File: src/rtl/game_pkg.sv
// game_pkg: shared types, winner codes and lives helper for the door-game round sequencer.
package game_pkg;

    typedef enum logic [1:0] {IDLE, PLAY, REVEAL, GAME_OVER} round_state_t;
    typedef logic [1:0] door_t;
    typedef logic [1:0] lives_t;

    localparam logic [1:0] W_NONE = 2'b00;
    localparam logic [1:0] W_P1   = 2'b01;
    localparam logic [1:0] W_P2   = 2'b10;
    localparam logic [1:0] W_DRAW = 2'b11;

    function automatic lives_t sat_dec(input lives_t l);
        return (l == '0) ? '0 : l - 1'b1;
    endfunction

endpackage

File: src/rtl/game_round_ctrl_sec_tick.sv
// sec_tick: one-second prescaler; tick pulses at CLK_HZ-1, clear restarts the count.
module sec_tick #(
    parameter int CLK_HZ = 25_000_000
) (
    input  logic clk,
    input  logic reset,
    input  logic clear,
    output logic tick
);
    localparam int W = (CLK_HZ > 1) ? $clog2(CLK_HZ) : 1;

    logic [W-1:0] cnt_q, cnt_d;

    assign tick  = cnt_q == W'(CLK_HZ - 1);
    assign cnt_d = (clear || tick) ? '0 : cnt_q + 1'b1;

    always_ff @(posedge clk or posedge reset)
        if (reset) cnt_q <= '0;
        else       cnt_q <= cnt_d;

endmodule

File: src/rtl/game_round_ctrl.sv
// game_round_ctrl: round FSM, countdown, lives and door latches for the two-player door game.
// Define RNG_DOORS_EN to draw doors from an internal LFSR instead of door_*_in.
module game_round_ctrl
    import game_pkg::*;
#(
    parameter int CLK_HZ      = 25_000_000,
    parameter int PLAY_SEC    = 10,
    parameter int REVEAL_SEC  = 1,
    parameter int START_LIVES = 3
) (
    input  logic        clk,
    input  logic        reset,
    input  logic        start,
    input  logic [1:0]  door_1_in,
    input  logic [1:0]  door_2_in,
    input  logic [1:0]  player_1_pos,
    input  logic [1:0]  player_2_pos,
    output logic [1:0]  correct_door_1,
    output logic [1:0]  correct_door_2,
    output logic [1:0]  p1_lives,
    output logic [1:0]  p2_lives,
    output logic [3:0]  seconds_left,
    output logic        reveal,
    output logic        round_done,
    output logic        game_over,
    output logic [1:0]  winner
);
    localparam int RW = $clog2(REVEAL_SEC + 1);

    round_state_t state_q, state_d;
    logic [3:0]    secs_q, secs_d;
    door_t         door1_q, door1_d, door2_q, door2_d, new_door_1, new_door_2;
    lives_t        lives1_q, lives1_d, lives2_q, lives2_d;
    logic [1:0]    winner_q, winner_d;
    logic [RW-1:0] rev_q, rev_d;
    logic          round_done_q, tick, clear, rev_done, enter_play, new_game, timeout, out1, out2;

    sec_tick #(.CLK_HZ(CLK_HZ)) u_tick (
        .clk   (clk),
        .reset (reset),
        .clear (clear),
        .tick  (tick)
    );

`ifdef RNG_DOORS_EN
    logic [15:0] lfsr_q;
    always_ff @(posedge clk or posedge reset)
        if (reset) lfsr_q <= 16'hACE1;
        else       lfsr_q <= lfsr_q[0] ? (lfsr_q >> 1) ^ 16'hB400 : lfsr_q >> 1;
    assign new_door_1 = lfsr_q[1:0];
    assign new_door_2 = lfsr_q[3:2];
`else
    assign new_door_1 = door_1_in;
    assign new_door_2 = door_2_in;
`endif

    always_ff @(posedge clk or posedge reset)
        if (reset) state_q <= IDLE;
        else       state_q <= state_d;

    assign rev_done = state_q == REVEAL && tick && rev_q == RW'(REVEAL_SEC - 1);
    assign out1     = lives1_q == '0;
    assign out2     = lives2_q == '0;

    always_comb begin
        state_d = state_q;
        unique case (state_q)
            IDLE, GAME_OVER: state_d = start ? PLAY : state_q;
            PLAY:            state_d = (tick && secs_q == 4'd1) ? REVEAL : PLAY;
            REVEAL:          state_d = rev_done ? ((out1 || out2) ? GAME_OVER : PLAY) : REVEAL;
        endcase
    end

    // Every state entry restarts the prescaler so each phase lasts whole seconds.
    assign clear      = state_d != state_q;
    assign enter_play = state_d == PLAY && state_q != PLAY;
    assign new_game   = enter_play && state_q != REVEAL;
    assign timeout    = state_q == PLAY && state_d == REVEAL;

    always_comb begin
        secs_d   = enter_play ? 4'(PLAY_SEC) : (state_q == PLAY && tick) ? secs_q - 4'd1 : secs_q;
        door1_d  = enter_play ? new_door_1 : door1_q;
        door2_d  = enter_play ? new_door_2 : door2_q;
        lives1_d = new_game ? lives_t'(START_LIVES) :
                   (timeout && player_1_pos != door1_q) ? sat_dec(lives1_q) : lives1_q;
        lives2_d = new_game ? lives_t'(START_LIVES) :
                   (timeout && player_2_pos != door2_q) ? sat_dec(lives2_q) : lives2_q;
        winner_d = new_game ? W_NONE :
                   !(rev_done && state_d == GAME_OVER) ? winner_q :
                   (out1 && out2) ? W_DRAW : out1 ? W_P2 : W_P1;
        rev_d    = state_q != REVEAL ? '0 : tick ? rev_q + 1'b1 : rev_q;
    end

    always_ff @(posedge clk or posedge reset)
        if (reset) begin
            secs_q       <= 4'(PLAY_SEC);
            door1_q      <= '0;
            door2_q      <= '0;
            lives1_q     <= lives_t'(START_LIVES);
            lives2_q     <= lives_t'(START_LIVES);
            winner_q     <= W_NONE;
            rev_q        <= '0;
            round_done_q <= 1'b0;
        end else begin
            secs_q       <= secs_d;
            door1_q      <= door1_d;
            door2_q      <= door2_d;
            lives1_q     <= lives1_d;
            lives2_q     <= lives2_d;
            winner_q     <= winner_d;
            rev_q        <= rev_d;
            round_done_q <= rev_done;
        end

    always_comb begin
        reveal    = state_q == REVEAL;
        game_over = state_q == GAME_OVER;
    end

    assign correct_door_1 = door1_q;
    assign correct_door_2 = door2_q;
    assign p1_lives       = lives1_q;
    assign p2_lives       = lives2_q;
    assign seconds_left   = secs_q;
    assign round_done     = round_done_q;
    assign winner         = winner_q;

endmodule

File: config.mk
export PLATFORM = sky130hd
export DESIGN_NAME = game_round_ctrl
export DESIGN_NICKNAME = d
export VERILOG_FILES = /design/src/rtl/game_pkg.sv /design/src/rtl/game_round_ctrl_sec_tick.sv /design/src/rtl/game_round_ctrl.sv
export SDC_FILE = /design/constraint.sdc
export NUM_CORES = 1
export LEC_CHECK = 0
export ABC_AREA = 0
export ABC_CLOCK_PERIOD_IN_PS = 4100
export CAP_MARGIN = 20
export CORE_UTILIZATION = 40
export CTS_CLUSTER_SIZE = 20
export DETAILED_ROUTE_END_ITERATION = 16
export PLACE_DENSITY = 0.66
export SKIP_CTS_REPAIR_TIMING = 1
export SLEW_MARGIN = 20
export SYNTH_ARGS = -nofsm -noshare
export SYNTH_HDL_FRONTEND = slang
export SYNTH_HIERARCHICAL = 1
export SYNTH_SLANG_ARGS = --single-unit
File: constraint.sdc
create_clock -name clk -period 4.1 [get_ports clk]
set_input_delay 0.615 -clock clk [delete_from_list [all_inputs] [get_ports clk]]
set_output_delay 0.615 -clock clk [all_outputs]
set_load 0.05 [all_outputs]
==> results by group <==
CTS
  • H-tree Lvls: 2
  • CTS clock-pin slew for the worst setup and hold paths: 0.08 ns
  • CTS Buffer Depth: 2
  • Clk_lat worst skew: 0.29 ns
  • CTS tree: done
  • Num CTS Buffers: 5
  • CTS sink count: 43
  • CTS root buffer: clkbuf_8

Pwr
  • Power per standard cell area: 504.5 nW/um^2
  • Worst vdd ir: 0.0004055 V
  • Leak pwr: 1.186 nW
  • Tot Pwr: 1.381 mW

Yosys
  • Post-synth top area share: 0.4057
  • Post-synth EDFFs: 0
  • Main flop type after synthesis: dfrtp_1
  • Avg Cell Area, Syn: 9.753 sq um
  • Ys Warns: 6
  • Post-synth top area cell: dfrtp_1
  • Post-Syn Area: 2282 sq um
  • Sequential fraction of the synthesis area: 0.4748
  • Asr flop ratio synth: 1.000
  • Post-Syn Nets: 251
  • Synth top area cells: dfrtp_1 41%, dfstp_2 6.9%, nor2_1 5.3%
  • Synthesized flop and latch total: 43
  • Cell variety after synth: 43
  • Cell count after synthesis: 234

Critical path
  • Worst-path cell chain: or4_1, nor4_1, buf_4, nand3b_1, o311ai_2, nand2_1, a221oi_1, o21ai_0, inv_1, o41ai_4, buf_4, a21oi_1
  • CP max stage cell: or4_1
  • Crit. End Element: register
  • Worst-path fanout max: 19
  • Critical Path AT: 3.64 ns
  • Crit Path Class: reg -> reg
  • CP Launch Type: register
  • Most used cell, CP: buf_4
  • R2R Path Start: u_tick/cnt_q[7]$_DFF_PP0_
  • Required @ worst endpoint: 4.31 ns
  • Critical path launch point: u_tick/cnt_q[7]$_DFF_PP0_
  • Delay of the slowest critical-path stage: 0.60 ns

Drt
  • Post-DR wirelength/cell: 13.30 um
  • Routed wire length: 4.497 mm
  • Post-DRT Antenna Nets: 0
  • Vias: 1,802
  • Starting DRT DRC Count: 146
  • DRC viols: 0
  • Drt pass-1 iters: 4
  • Vias per inst: 5.331

Final layout
  • FILL cells: 501
  • Diode count: 0
  • Commonest non-fill, non-tap cells in the layout: 37 x dfrtp_1, 32 x nor2_1, 27 x clkdlybuf4s50_1, 14 x inv_1, 14 x nand2_1
  • Final #Nets: 282
  • Final instance area: 2738 sq um
  • Synthesis-to-finish area growth: 19.96%
  • Commonest non-fill, non-tap cell in the layout: dfrtp_1
  • Utilization after layout: 0.4972
  • Share of cells above drive strength 1: 0.09398

Placement
  • Hpwl dp: 3.266 mm
  • Number of I/O port buffers: 27
  • GP Congestion: 0.8260
  • Post-DP Area: 2641 sq um

Hold path
  • Hold Crit Start: u_tick/cnt_q[0]$_DFF_PP0_
  • Hold Path Class: reg -> reg

Timing
  • Worst Tran Pin Value: 0.7665 ns
  • Peak Freq: 291.9 MHz
  • Hold Violations, Final: 0
  • Fin crit period: 3.426 ns
  • RSZ-0062 raised after global routing: no
  • Tcrit/Tclk final: 0.8355
  • Final Max Tran Viols: 0
  • Final setup vio count: 0
  • Slew margin rel.: 0.4885
  • Clock Skew: 0.009367 ns
  • Setup TNS: 0 ns

Global route
  • Antenna violations before repair: 0
  • Gr ovfl total: 0
  • Gr usage total: 0.1621
  • Vias in the first global route: 1,702
  • Largest net degree at the start of global routing: 26
  • First-pass GRT wire length: 7.790 mm

Floorplan
  • Die width: 77.54 um
  • I/O pins: 28
  • Height of the die: 77.54 um
  • Die footprint: 6012 sq um
  • Initial Utilization: 0.4145
  • # rows: 27
  • Core Area: 5507 sq um

Run
  • Max-cap viol count: 0

Outcome
  • Status: finished, final reports clean
[worst max-delay path, delay by kind of cell, from the launching register on]
kind	cells	cell delay, ns
compound gates	5	1.19
simple gates	4	1.19
buf+inv	3	0.52
flops	1	0.43
[Yosys cell counts (3+ instances only)]
library cell   n
dfrtp_1       37
nor2_1        32
inv_1         14
nand3_1       12
nand2_1       14
a21oi_1       11
buf_2          4
xnor2_1       10
xor2_1         9
dfstp_2        6
a211oi_1       3
or3_1          6
ha_1           6
nor3_1         5
or4_1          9
mux2_2         4
and3_1         3
nor4_1         3
o21ai_0        7
nor3b_1        3
o31ai_1        6
nand4_1        5
[metrics by stage]
| stage | instances | hold slack, ns | setup WS (ns) |
|---|---|---|---|
| finish | 338 | 0.4891 | 0.6744 |
| global route | 338 | 0.5132 | 0.3369 |
| CTS | 337 | 0.4906 | 0.6484 |
| detailed placement | 329 | 0.4795 | 0.6719 |
| global placement | 329 | 0.4703 | 0.7970 |
| floorplan | 234 | 0.4535 | 0.8112 |
[cells by family (layout without fill, tap and decap cells)]
family | after synthesis | after routing | share of synthesized area
compound gates | 39 | 39 | 0.1256
xor+xnor | 19 | 19 | 0.07292
fa+ha+maj | 6 | 6 | 0.03289
buf+inv | 20 | 52 | 0.03509
flops | 43 | 43 | 0.4748
mux | 5 | 5 | 0.02412
simple gates | 102 | 102 | 0.2347
[where the power goes]
part / internal, mW / leakage, nW / total [mW] / switching, mW
clock network: 0.120 / 0.0422 / 0.257 / 0.137
registers: 0.514 / 0.558 / 0.598 / 0.0843
logic: 0.195 / 0.586 / 0.526 / 0.331
[sequential cells by signal (all words and copies together) (netlist names)]
register	cells
correct_door_2	2
p2_lives	2
rev_q	1
state_q	2
p1_lives	2
round_done	1
winner	2
seconds_left	4
u_tick/cnt_q	25
correct_door_1	2
[layout make-up]
| class | count | area [sq um] | share of cell area |
|---|---|---|---|
| flip-flops and latches | 43 | 1084 | 0.3958 |
| clock inverters | 1 | 5.005 | 0.001828 |
| well taps | 72 | 90.09 | 0.03291 |
| repair buffers | 30 | 300.3 | 0.1097 |
| multi-input cells | 171 | 1130 | 0.4127 |
| inverters | 14 | 52.55 | 0.01920 |
| clock buffers | 7 | 76.32 | 0.02788 |
[final timing paths]
path	end	slack, ns	depth (start not counted)
setup / recovery	u_tick/cnt_q[16]$_DFF_PP0_	0.67	12
hold / removal	u_tick/cnt_q[0]$_DFF_PP0_	0.49	1
setup reg to reg	u_tick/cnt_q[16]$_DFF_PP0_	0.67	12
hold reg to reg	u_tick/cnt_q[0]$_DFF_PP0_	0.49	1
max in group asynchronous	correct_door_1[1]$_DFFE_PP0P_	2.91	2
min in group asynchronous	u_tick/cnt_q[1]$_DFF_PP0_	0.58	2
[metal layers]
metal	routed length [um]	track usage	vias to the layer above
met5	0	0	-
met4	73	0.06981	0
met3	98	0.02471	5
met2	2144	0.2593	18
met1	2181	0.2172	875
li1	-	-	904
Note: power is estimated with default switching activity, not from simulation.
